<file path="src/rtl/key_operand_entry.sv">
// Pushbutton front end: synchronizes and debounces four active-low keys, generates
// press/auto-repeat events, and maintains operands a, b and opcode op with an update strobe.
module key_operand_entry #(
  parameter int unsigned DEBOUNCE_CYCLES = 1000000,
  parameter int unsigned REPEAT_DELAY    = 25000000,
  parameter int unsigned REPEAT_PERIOD   = 10000000,
  parameter int unsigned MAX_DIGIT       = 9
) (
  input  logic       CLOCK_50,
  input  logic       RESET_N,
  input  logic [3:0] KEY,
  output logic [3:0] a,
  output logic [3:0] b,
  output logic [1:0] op,
  output logic       update,
  output logic [3:0] held
);

  localparam int unsigned MaxDr  = (DEBOUNCE_CYCLES > REPEAT_DELAY) ? DEBOUNCE_CYCLES
                                                                     : REPEAT_DELAY;
  localparam int unsigned MaxCnt = (MaxDr > REPEAT_PERIOD) ? MaxDr : REPEAT_PERIOD;
  localparam int unsigned CntW   = $clog2(MaxCnt) + 1;

  localparam logic [CntW-1:0] DebLast = CntW'(DEBOUNCE_CYCLES - 1);
  localparam logic [CntW-1:0] RdLast  = CntW'(REPEAT_DELAY - 1);
  localparam logic [CntW-1:0] RpLast  = CntW'(REPEAT_PERIOD - 1);
  localparam logic [CntW-1:0] CntOne  = CntW'(1);
  localparam logic [3:0]      MaxD    = 4'(MAX_DIGIT);

  typedef enum logic [2:0] {
    StIdle,
    StPressWait,
    StHeld,
    StRepeat,
    StReleaseWait
  } key_state_e;

  logic [3:0]      sync1_q, sync2_q;
  key_state_e      state_q [4];
  key_state_e      state_d [4];
  logic [CntW-1:0] cnt_q   [4];
  logic [CntW-1:0] cnt_d   [4];
  logic [3:0]      ev;
  logic [3:0]      held_q, held_d;
  logic [3:0]      a_q, a_d, b_q, b_d;
  logic [1:0]      op_q, op_d;
  logic            update_q, update_d;

  // Two-flop synchronizer; preset to released so reset never looks like a press
  always_ff @(posedge CLOCK_50 or negedge RESET_N) begin
    if (!RESET_N) begin
      sync1_q <= 4'hF;
      sync2_q <= 4'hF;
    end else begin
      sync1_q <= KEY;
      sync2_q <= sync1_q;
    end
  end

  // Per-key debounce / repeat next-state; ev is a single-cycle press or repeat event
  always_comb begin
    for (int i = 0; i < 4; i++) begin
      state_d[i] = state_q[i];
      cnt_d[i]   = cnt_q[i];
      ev[i]      = 1'b0;
      case (state_q[i])
        StIdle: begin
          cnt_d[i] = '0;
          if (!sync2_q[i]) state_d[i] = StPressWait;
        end
        StPressWait: begin
          if (sync2_q[i]) begin
            state_d[i] = StIdle;
            cnt_d[i]   = '0;
          end else if (cnt_q[i] == DebLast) begin
            ev[i]      = 1'b1;
            state_d[i] = StHeld;
            cnt_d[i]   = '0;
          end else begin
            cnt_d[i] = cnt_q[i] + CntOne;
          end
        end
        StHeld: begin
          if (sync2_q[i]) begin
            state_d[i] = StReleaseWait;
            cnt_d[i]   = '0;
          end else if (i != 3) begin
            // The clear key never auto-repeats, so it simply parks here
            if (cnt_q[i] == RdLast) begin
              ev[i]      = 1'b1;
              state_d[i] = StRepeat;
              cnt_d[i]   = '0;
            end else begin
              cnt_d[i] = cnt_q[i] + CntOne;
            end
          end
        end
        StRepeat: begin
          if (sync2_q[i]) begin
            state_d[i] = StReleaseWait;
            cnt_d[i]   = '0;
          end else if (cnt_q[i] == RpLast) begin
            ev[i]    = 1'b1;
            cnt_d[i] = '0;
          end else begin
            cnt_d[i] = cnt_q[i] + CntOne;
          end
        end
        StReleaseWait: begin
          if (!sync2_q[i]) begin
            // Release bounce: back to held with a fresh repeat delay, no event
            state_d[i] = StHeld;
            cnt_d[i]   = '0;
          end else if (cnt_q[i] == DebLast) begin
            state_d[i] = StIdle;
            cnt_d[i]   = '0;
          end else begin
            cnt_d[i] = cnt_q[i] + CntOne;
          end
        end
        default: begin
          state_d[i] = StIdle;
          cnt_d[i]   = '0;
        end
      endcase
      held_d[i] = (state_d[i] != StIdle) && (state_d[i] != StPressWait);
    end
  end

  // Per-key FSM state, counters and debounced held flags
  always_ff @(posedge CLOCK_50 or negedge RESET_N) begin
    if (!RESET_N) begin
      for (int i = 0; i < 4; i++) begin
        state_q[i] <= StIdle;
        cnt_q[i]   <= '0;
      end
      held_q <= '0;
    end else begin
      for (int i = 0; i < 4; i++) begin
        state_q[i] <= state_d[i];
        cnt_q[i]   <= cnt_d[i];
      end
      held_q <= held_d;
    end
  end

  // Operand/opcode next values; clear wins, other keys combine in one cycle
  always_comb begin
    a_d  = a_q;
    b_d  = b_q;
    op_d = op_q;
    if (ev[3]) begin
      a_d  = '0;
      b_d  = '0;
      op_d = '0;
    end else begin
      if (ev[0]) op_d = op_q + 2'd1;
      if (ev[1]) b_d = (b_q == MaxD) ? 4'd0 : b_q + 4'd1;
      if (ev[2]) a_d = (a_q == MaxD) ? 4'd0 : a_q + 4'd1;
    end
    update_d = (a_d != a_q) || (b_d != b_q) || (op_d != op_q);
  end

  // Operand registers and update strobe
  always_ff @(posedge CLOCK_50 or negedge RESET_N) begin
    if (!RESET_N) begin
      a_q      <= '0;
      b_q      <= '0;
      op_q     <= '0;
      update_q <= 1'b0;
    end else begin
      a_q      <= a_d;
      b_q      <= b_d;
      op_q     <= op_d;
      update_q <= update_d;
    end
  end

  assign a      = a_q;
  assign b      = b_q;
  assign op     = op_q;
  assign update = update_q;
  assign held   = held_q;

endmodule
</file>
<file path="config.mk">
export PLATFORM = sky130hd
export DESIGN_NAME = key_operand_entry
export DESIGN_NICKNAME = d
export VERILOG_FILES = /design/src/rtl/key_operand_entry.sv
export SDC_FILE = /design/constraint.sdc
export NUM_CORES = 1
export LEC_CHECK = 0
export CAP_MARGIN = 20
export CELL_PAD_IN_SITES_DETAIL_PLACEMENT = 1
export CELL_PAD_IN_SITES_GLOBAL_PLACEMENT = 1
export CORE_ASPECT_RATIO = 0.7
export CORE_MARGIN = 3
export CORE_UTILIZATION = 40
export DETAILED_ROUTE_END_ITERATION = 8
export PLACE_DENSITY = 0.8
export SLEW_MARGIN = 0
export SYNTH_ARGS = -nofsm -noshare
export SYNTH_HDL_FRONTEND = slang
export SYNTH_SLANG_ARGS = --single-unit
</file>
<file path="constraint.sdc">
create_clock -name CLOCK_50 -period 2.5 [get_ports CLOCK_50]
set_input_delay 0.5 -clock CLOCK_50 [delete_from_list [all_inputs] [get_ports CLOCK_50]]
set_output_delay 0.5 -clock CLOCK_50 [all_outputs]
set_load 0.02 [all_outputs]
</file>
# Word level (Yosys, flattened, before mapping)
# Cells that the tools add are included.
# classes
reduce_logical	15
add_sub_neg	7
mux	99
n_eq_ne	37
# ops
cell	n
2-to-1 mux 26 bit	27
case mux 26 bit (4 select lines)	4
adder 26 x 1 -> 26 bit (second input constant)	4
== test 26 x 20 -> 1 bit (second input constant)	4
== test 26 x 24 -> 1 bit (second input constant)	4
2-to-1 mux 3 bit	30
== test 26 x 25 -> 1 bit (second input constant)	3
case mux 3 bit (5 select lines)	3
== test 3 x 2 -> 1 bit (second input constant)	8
2-to-1 mux 4 bit	6
2-to-1 mux 1 bit	22
== test 3 x 1 -> 1 bit (second input constant)	4
== test 3 bit (second input constant)	4
zero test 3 bit	4
inequality test 3 x 1 -> 1 bit (second input constant)	4
case mux 3 bit (4 select lines)	1
nonzero test 3 bit	4
case mux 1 bit (3 select lines)	3
adder 4 x 1 -> 4 bit (second input constant)	2
== test 4 bit (second input constant)	2
inequality test 4 bit	2
logical AND 1 bit	4
2-to-1 mux 2 bit	2
adder 2 x 1 -> 2 bit (second input constant)	1
5 further kinds	6
# totals
register_bits	139

# Logic depth before layout (Yosys ltp)
# Gate-level depths: netlist of the first run.
# depth
ltp_word	9
ltp_mapped	10

# Worst setup path after synthesis of the first run
# No wires, ideal clock.
# synth_path
kind	reg-to-reg
start	register cnt_q[78] in the netlist's numbering
end	register cnt_q[82] in the netlist's numbering
required_time_ns	2.381
setup_time_ns	0.119
period_less_slack_ns	2.363
path_stages_with_launch	10
path_buffers	1
setup_slack_ns	0.137
arrival_time_ns	2.244
cell_sequence	dfrtp_1 -> ha_1 -> nand3_2 -> or4_4 -> nor4b_4 -> nor3_1 -> and3_1 -> a21oi_4 -> buf_6 -> nor2_1
# synth_rtl
item	line_no	source
from (decl)	41	logic [CntW-1:0] cnt_q [4];
from (signal, indexed assignment)	141	cnt_q[i] <= cnt_d[i];

==> flow_metrics.py, run 1 <==
metrics = {
    "clocking": {
        "holdBufCountCts": 0,
        "cts_tree": "built",
        "clk_pin_slew_worst_paths_ps": 70,
        "cts-root-buf": "clkbuf_16",
        "cts_buffers": 17,
        "cts_buffer_depth": 2,
        "htree_num_levels": 4,
        "cts_sinks": 139,
        "worstSkewPairLatency_ps": 420,
    },
    "critical_path": {
        "path_max_fanout": 25,
        "max_stage_delay_ps": 570,
        "critPathKind": "flip-flop to flip-flop",
        "worstPathRequired_ps": 2790,
        "rrSetupSlack_ps": 60,
        "startpoint_type": "flip-flop",
        "worstPathCellList": "ha_2 -> nand3_2 -> or4_4 -> nor4_4 -> o22ai_1 -> a21oi_4 -> buf_12 -> nor2_1",
        "crit_arrival_ps": 2730,
        "end_kind": "flip-flop",
        "slowest_stage": "or4_4",
    },
    "timing": {
        "worst_pin_slew_ps": 660,
        "fin_worst_skew_ps": 13.7,
        "grt_setup_unrepaired": "yes",
        "finalCritPeriodShare_pct": 97.4,
        "finalHoldViolations": 0,
        "period_minus_slack_ps": 2440,
        "holdWs_ps": 41.7,
        "setup_violations": 0,
        "slew_headroom_pct": 55.6,
        "slew_violations": 0,
        "finalSetupTns_ps": 0,
        "fmax_ghz": 0.411,
    },
    "worst_hold_path": {
        "hold_path_class": "primary input to async pin",
    },
    "detailed_routing": {
        "drt-initial-drc-count": 374,
        "post_drt_via_cell_ratio": 5.47,
        "drc": 0,
        "ant_nets": 0,
        "avgRoutedWirePerCell_um": 17.6,
        "drtPass1Iterations": 5,
        "routed_wirelength_um": 19000,
        "via_count": 5900,
    },
    "logic_synthesis": {
        "synth_top_area_share_pct": 45.7,
        "synth_cell_types": 61,
        "synth-seq-cells": 139,
        "synth_flop_cell": "dfrtp_1",
        "synth-edff-count": 0,
        "synth-async-reset-ratio_pct": 100,
        "yosysWarnings": 0,
        "yosys-top-cells-area": "dfrtp_1 46%, nor2_1 7.7%, xor2_1 6.1%, xnor2_1 4.3%, nand2_1 3.7%",
        "synth_area_per_cell_um2": 9.35,
        "synth_nets": 778,
        "ys_seq_area_share_pct": 48.6,
        "syn_inst": 768,
        "yosys.area.top_type": "dfrtp_1",
        "netlist_area_um2": 7180,
    },
    "final_layout": {
        "layout_common_cells": "148 x nor2_1, 130 x dfrtp_1, 70 x nand2_1",
        "syn_to_final_growth_pct": 19.3,
        "layout-drive-gt1-share_pct": 12.6,
        "n_antenna_cell": 0,
        "fin_nets": 845,
        "layout_commonest_cell": "nor2_1",
        "fillCellCount": 1993,
    },
    "status": {
        "outcome": "finished, final reports clean",
    },
    "placed_design": {
        "gp_congestion": 0.844,
        "dp_hpwl_um": 13100,
        "port_buffers": 20,
    },
    "global_route": {
        "grt_max_degree": 53,
        "overflow": 0,
        "grt_pass1_wl_um": 32700,
        "antenna_found_initial": 0,
        "track_usage_pct": 20.1,
        "grt_pass1_vias": 6345,
    },
    "pwr": {
        "peakVddDrop_uv": 338,
        "power_density_nw_per_um2": 571,
        "p_leak_nw": 3.55,
    },
    "floorplan": {
        "initial_core_util_pct": 41.3,
        "design.core.area_um2": 17400,
        "die_h_um": 118,
        "rows": 40,
        "ios": 21,
        "die_area_um2": 19600,
        "fp.dieW_um": 166,
    },
    "job": {
        "drv_cap": 0,
    },
}
## area by class of cell
type | instances | area [um2] | share of cell area (%)
clock buffers | 18 | 429 | 5.01
clock inverters | 14 | 134 | 1.56
inverters | 17 | 63.8 | 0.745
multi-input cells | 596 | 3580 | 41.8
flip-flops and latches | 139 | 3490 | 40.7
well taps | 231 | 289 | 3.37
repair buffers | 64 | 582 | 6.79
## synthesized netlist by cell type (13+ instances only)
master   number
a21oi_1      13
and3_1       22
dfrtp_1     131
inv_1        17
nand2_1      70
nand3_1      47
nand4_1      25
nor2_1      148
nor3_1       16
o21ai_0      27
xnor2_1      35
xor2_1       50
## flip-flops by register name (all words and copies together), names as in the netlist
| name | count |
|---|---|
| a | 4 |
| b | 4 |
| cnt_q | 104 |
| held | 4 |
| op | 2 |
| state_q | 12 |
| sync1_q | 4 |
| sync2_q | 4 |
| update | 1 |
## worst paths after layout
check	endpoint	from	depth (start not counted)
max	cnt_q[82]$_DFF_PN0_	cnt_q[78]$_DFF_PN0_	8
min	cnt_q[91]$_DFF_PN0_	RESET_N	1
max reg2reg	cnt_q[82]$_DFF_PN0_	cnt_q[78]$_DFF_PN0_	8
min reg2reg	sync2_q[0]$_DFF_PN1_	sync1_q[0]$_DFF_PN1_	0
max in group asynchronous	sync1_q[2]$_DFF_PN1_	RESET_N	2
min in group CLOCK_50	sync2_q[0]$_DFF_PN1_	sync1_q[0]$_DFF_PN1_	0
## cell families after synthesis
group,Yosys count,share of synthesized area [%]
multiplexers,5,0.697
adder cells (fa/ha/maj),4,0.697
AO/OA/AOI/OAI,90,8.23
buffers and inverters,33,2.04
XOR/XNOR,85,10.4
flip-flops,139,48.6
AND/OR/NAND/NOR,412,29.4
## critical path, delay by kind of cell (launching register included)
kind            cells  cell delay, ps
flops               1             390
simple gates        4            1130
compound gates      2             390
fa+ha+maj           1             210
buf+inv             1             180
## through the flow
step | total power, mW | setup slack (ps) | cell area, um2 | utilization [%] | std cells
CTS | 4.93 | 32.6 | 8530 | 49.1 | 1077
detailed placement | 2.48 | -16.2 | 7960 | 45.8 | 1045
finish | 4.89 | 64.5 | 8570 | 49.3 | 1079
floorplan | 2.38 | 137 | 7180 | - | 768
global route | 5.06 | -59.4 | 8570 | 49.3 | 1079
global placement | 2.47 | 109 | 7960 | 45.8 | 1045
## where the power goes
group / leakage, nW / total [mW] / switching, mW / internal [mW]
Clock: 0.261 / 2.45 / 1.07 / 1.39
Combinational: 1.39 / 0.149 / 0.100 / 0.0489
Sequential: 1.90 / 2.29 / 0.0183 / 2.27
## metal layers
metal / GRT usage (%) / up-vias / wire length (um)
met5: 0 / - / 0
met4: 5.82 / 0 / 235
met3: 2.89 / 21 / 667
met2: 31.2 / 85 / 8580
met1: 29.4 / 2978 / 9530
li1: - / 2816 / -
## what timing repair did
| action | in CTS | in global routing |
|---|---|---|
| endpoints found under the setup margin | 26 | 66 |
| setup buffers | 0 | 2 |
| pin swaps | 0 | 1 |
| gates resized for setup | 2 | 5 |
(Power assumes the default switching activity.)
==> run 2, diff against run 1 <==
==> constraint.sdc (replaced) <==
create_clock -name CLOCK_50 -period 2.5 [get_ports CLOCK_50]
set_input_delay 0.25 -clock CLOCK_50 [delete_from_list [all_inputs] [get_ports CLOCK_50]]
set_output_delay 0.25 -clock CLOCK_50 [all_outputs]
set_load 0.02 [all_outputs]
==> run 2 against run 1 <==
Against the previous run:
- first-iteration DRC count fell by 4.0%
- die area did not move
- total power increased by 1.5%
- clock power rose by 3%
- non-clock buffer count grew 2
- setup slack better by 34 ps
- via count down 0.19%
- global-route usage increased by 0.21 points
- worst hold slack better by 190 ps
- cell count about the same
- largest power group unchanged
- clock skew grew 1.0 ps
- maximum frequency increased by 1.4%
==> flow_metrics.py, run 2 (synthesis gave the netlist of run 1 again) <==
metrics = {
    "floorplan": {
        "fp.dieW_um": 166,
        "ios": 21,
        "design.core.area_um2": 17400,
        "die_area_um2": 19600,
        "initial_core_util_pct": 41.3,
        "die_h_um": 118,
        "rows": 40,
    },
    "pwr": {
        "p_leak_nw": 3.61,
        "combPwrFrac_pct": 3.1,
        "clock_power_share_pct": 50.8,
        "internal_power_mw": 3.86,
        "power_density_nw_per_um2": 574,
        "power.switching_mw": 1.11,
        "p_total_mw": 4.97,
        "seqPwrFrac_pct": 46.1,
        "switching_share_pct": 22.3,
        "peakVddDrop_uv": 304,
    },
    "final_layout": {
        "syn_to_final_growth_pct": 20.4,
        "regMostFlops": "cnt_q",
        "layout_common_cells": "147 x nor2_1, 131 x dfrtp_1, 70 x nand2_1",
        "utilization_pct": 49.8,
        "largest_reg_flops": 104,
        "layout_commonest_cell": "nor2_1",
        "layout-drive-gt1-share_pct": 13.1,
        "n_antenna_cell": 0,
        "fin_nets": 847,
        "reg_top3": "cnt_q: 104 flops, state_q: 12 flops",
    },
    "detailed_routing": {
        "drc": 0,
        "drtPass1Iterations": 6,
        "via_count": 5889,
        "drt-initial-drc-count": 359,
        "avgRoutedWirePerCell_um": 17.7,
        "post_drt_via_cell_ratio": 5.45,
        "ant_nets": 0,
        "routed_wirelength_um": 19100,
    },
    "placed_design": {
        "gp_congestion": 0.848,
        "port_buffers": 20,
        "dp_hpwl_um": 13100,
        "dp_slack_ps": 72.4,
    },
    "clocking": {
        "cts_buffers": 17,
        "cts_tree": "built",
        "cts-root-buf": "clkbuf_16",
        "clk_pin_slew_worst_paths_ps": 60,
        "htree_num_levels": 4,
        "cts_sinks": 139,
        "worstSkewPairLatency_ps": 430,
        "cts_buffer_depth": 2,
    },
    "global_route": {
        "track_usage_pct": 20.3,
        "grt_max_degree": 62,
        "grt_pass1_vias": 6344,
        "overflow": 0,
        "antenna_found_initial": 0,
        "grt_pass1_wl_um": 32700,
    },
    "critical_path": {
        "slowest_stage": "or4b_1",
        "crit_arrival_ps": 2710,
        "critPathMostFrequentCell": "o21ai_1",
        "startpoint_type": "flip-flop",
        "worstPathCellList": "or4b_1 -> or3b_1 -> a211oi_1 -> o21ai_1 -> a21oi_1 -> o21ai_1 -> a22o_1",
        "cp.buffers_inverters": 0,
        "critPathKind": "flip-flop to flip-flop",
        "end_kind": "flip-flop",
        "worstPathRequired_ps": 2800,
        "critPathTopFamily": "compound AO/OA/AOI/OAI gates",
        "path_max_fanout": 2,
        "max_stage_delay_ps": 530,
    },
    "timing": {
        "finalHoldViolations": 0,
        "worst_pin_slew_ps": 661,
        "setup_ws_ps": 98.4,
        "finalSetupTns_ps": 0,
        "slew_violations": 0,
        "setup_violations": 0,
        "grt_setup_unrepaired": "yes",
        "holdWs_ps": 228,
        "fin_worst_skew_ps": 14.7,
        "fmax_ghz": 0.416,
        "slew_headroom_pct": 55.7,
        "period_minus_slack_ps": 2400,
        "finalCritPeriodShare_pct": 96.1,
    },
    "job": {
        "drv_cap": 0,
    },
    "worst_hold_path": {
        "hold_path_class": "primary input to flip-flop",
    },
    "status": {
        "outcome": "finished, final reports clean",
    },
}
## run 2: cell count changes in the layout (fill, tap and decap cells not counted), moves of 2 or more
| cell | before | now |
|---|---|---|
| clkinvlp_4 | 5 | 3 |
| clkbuf_8 | 0 | 3 |
| inv_6 | 6 | 0 |
| clkinv_2 | 1 | 4 |
## run 2: final timing paths
kind,from,endpoint,depth (start not counted),slack [ps]
max,cnt_q[20]$_DFFE_PN0P_,update$_DFF_PN0_,7,100
min in group asynchronous,RESET_N,cnt_q[91]$_DFF_PN0_,2,380
min,KEY[2],sync1_q[2]$_DFF_PN1_,1,230
min reg2reg,sync1_q[0]$_DFF_PN1_,sync2_q[0]$_DFF_PN1_,0,350
max in group asynchronous,RESET_N,sync2_q[0]$_DFF_PN1_,3,1330
max reg2reg,cnt_q[20]$_DFFE_PN0P_,update$_DFF_PN0_,7,100
## run 2: what timing repair did
action,CTS,global route
gates resized for setup,0,13
buffers inserted,0,1
hold buffers,1,0
setup endpoints to repair,0,41
endpoints found under the hold margin,54,0
## run 2: power groups by stage
| stage | clock (mW) | sequential [mW] | combinational [mW] |
|---|---|---|---|
| 3_3_place_gp | 0 | 2.33 | 0.149 |
| 3_5_place_dp | 0 | 2.33 | 0.153 |
| 2_1_floorplan | 0 | 2.32 | 0.0587 |
| 5_1_grt | 2.68 | 2.29 | 0.177 |
| 4_1_cts | 2.58 | 2.29 | 0.156 |
| 6_report | 2.52 | 2.29 | 0.155 |
## run 2: metrics by stage
stage / instances / area, um2
final: 1080 / 8650
after global routing: 1080 / 8650
after floorplan: 768 / 7180
after detailed placement: 1047 / 7970
after CTS: 1079 / 8570
after global placement: 1047 / 7970
## run 2: layout make-up
type	instances	area [um2]
sequential	139	3490
inverter	17	63.8
fill	1973	8720
multi-input combinational	596	3610
clock buffer	20	467
tap	231	289
timing repair buffer	66	603
clock inverter	11	120
## run 2: layer usage
metal | track usage, % | vias up | part of all wire, %
met1 | 29.1 | 2991 | 50
met2 | 32.1 | 63 | 47
met5 | 0 | - | 0
met4 | 5.82 | 0 | 1.1
met3 | 3.16 | 20 | 2.3
li1 | - | 2815 | -
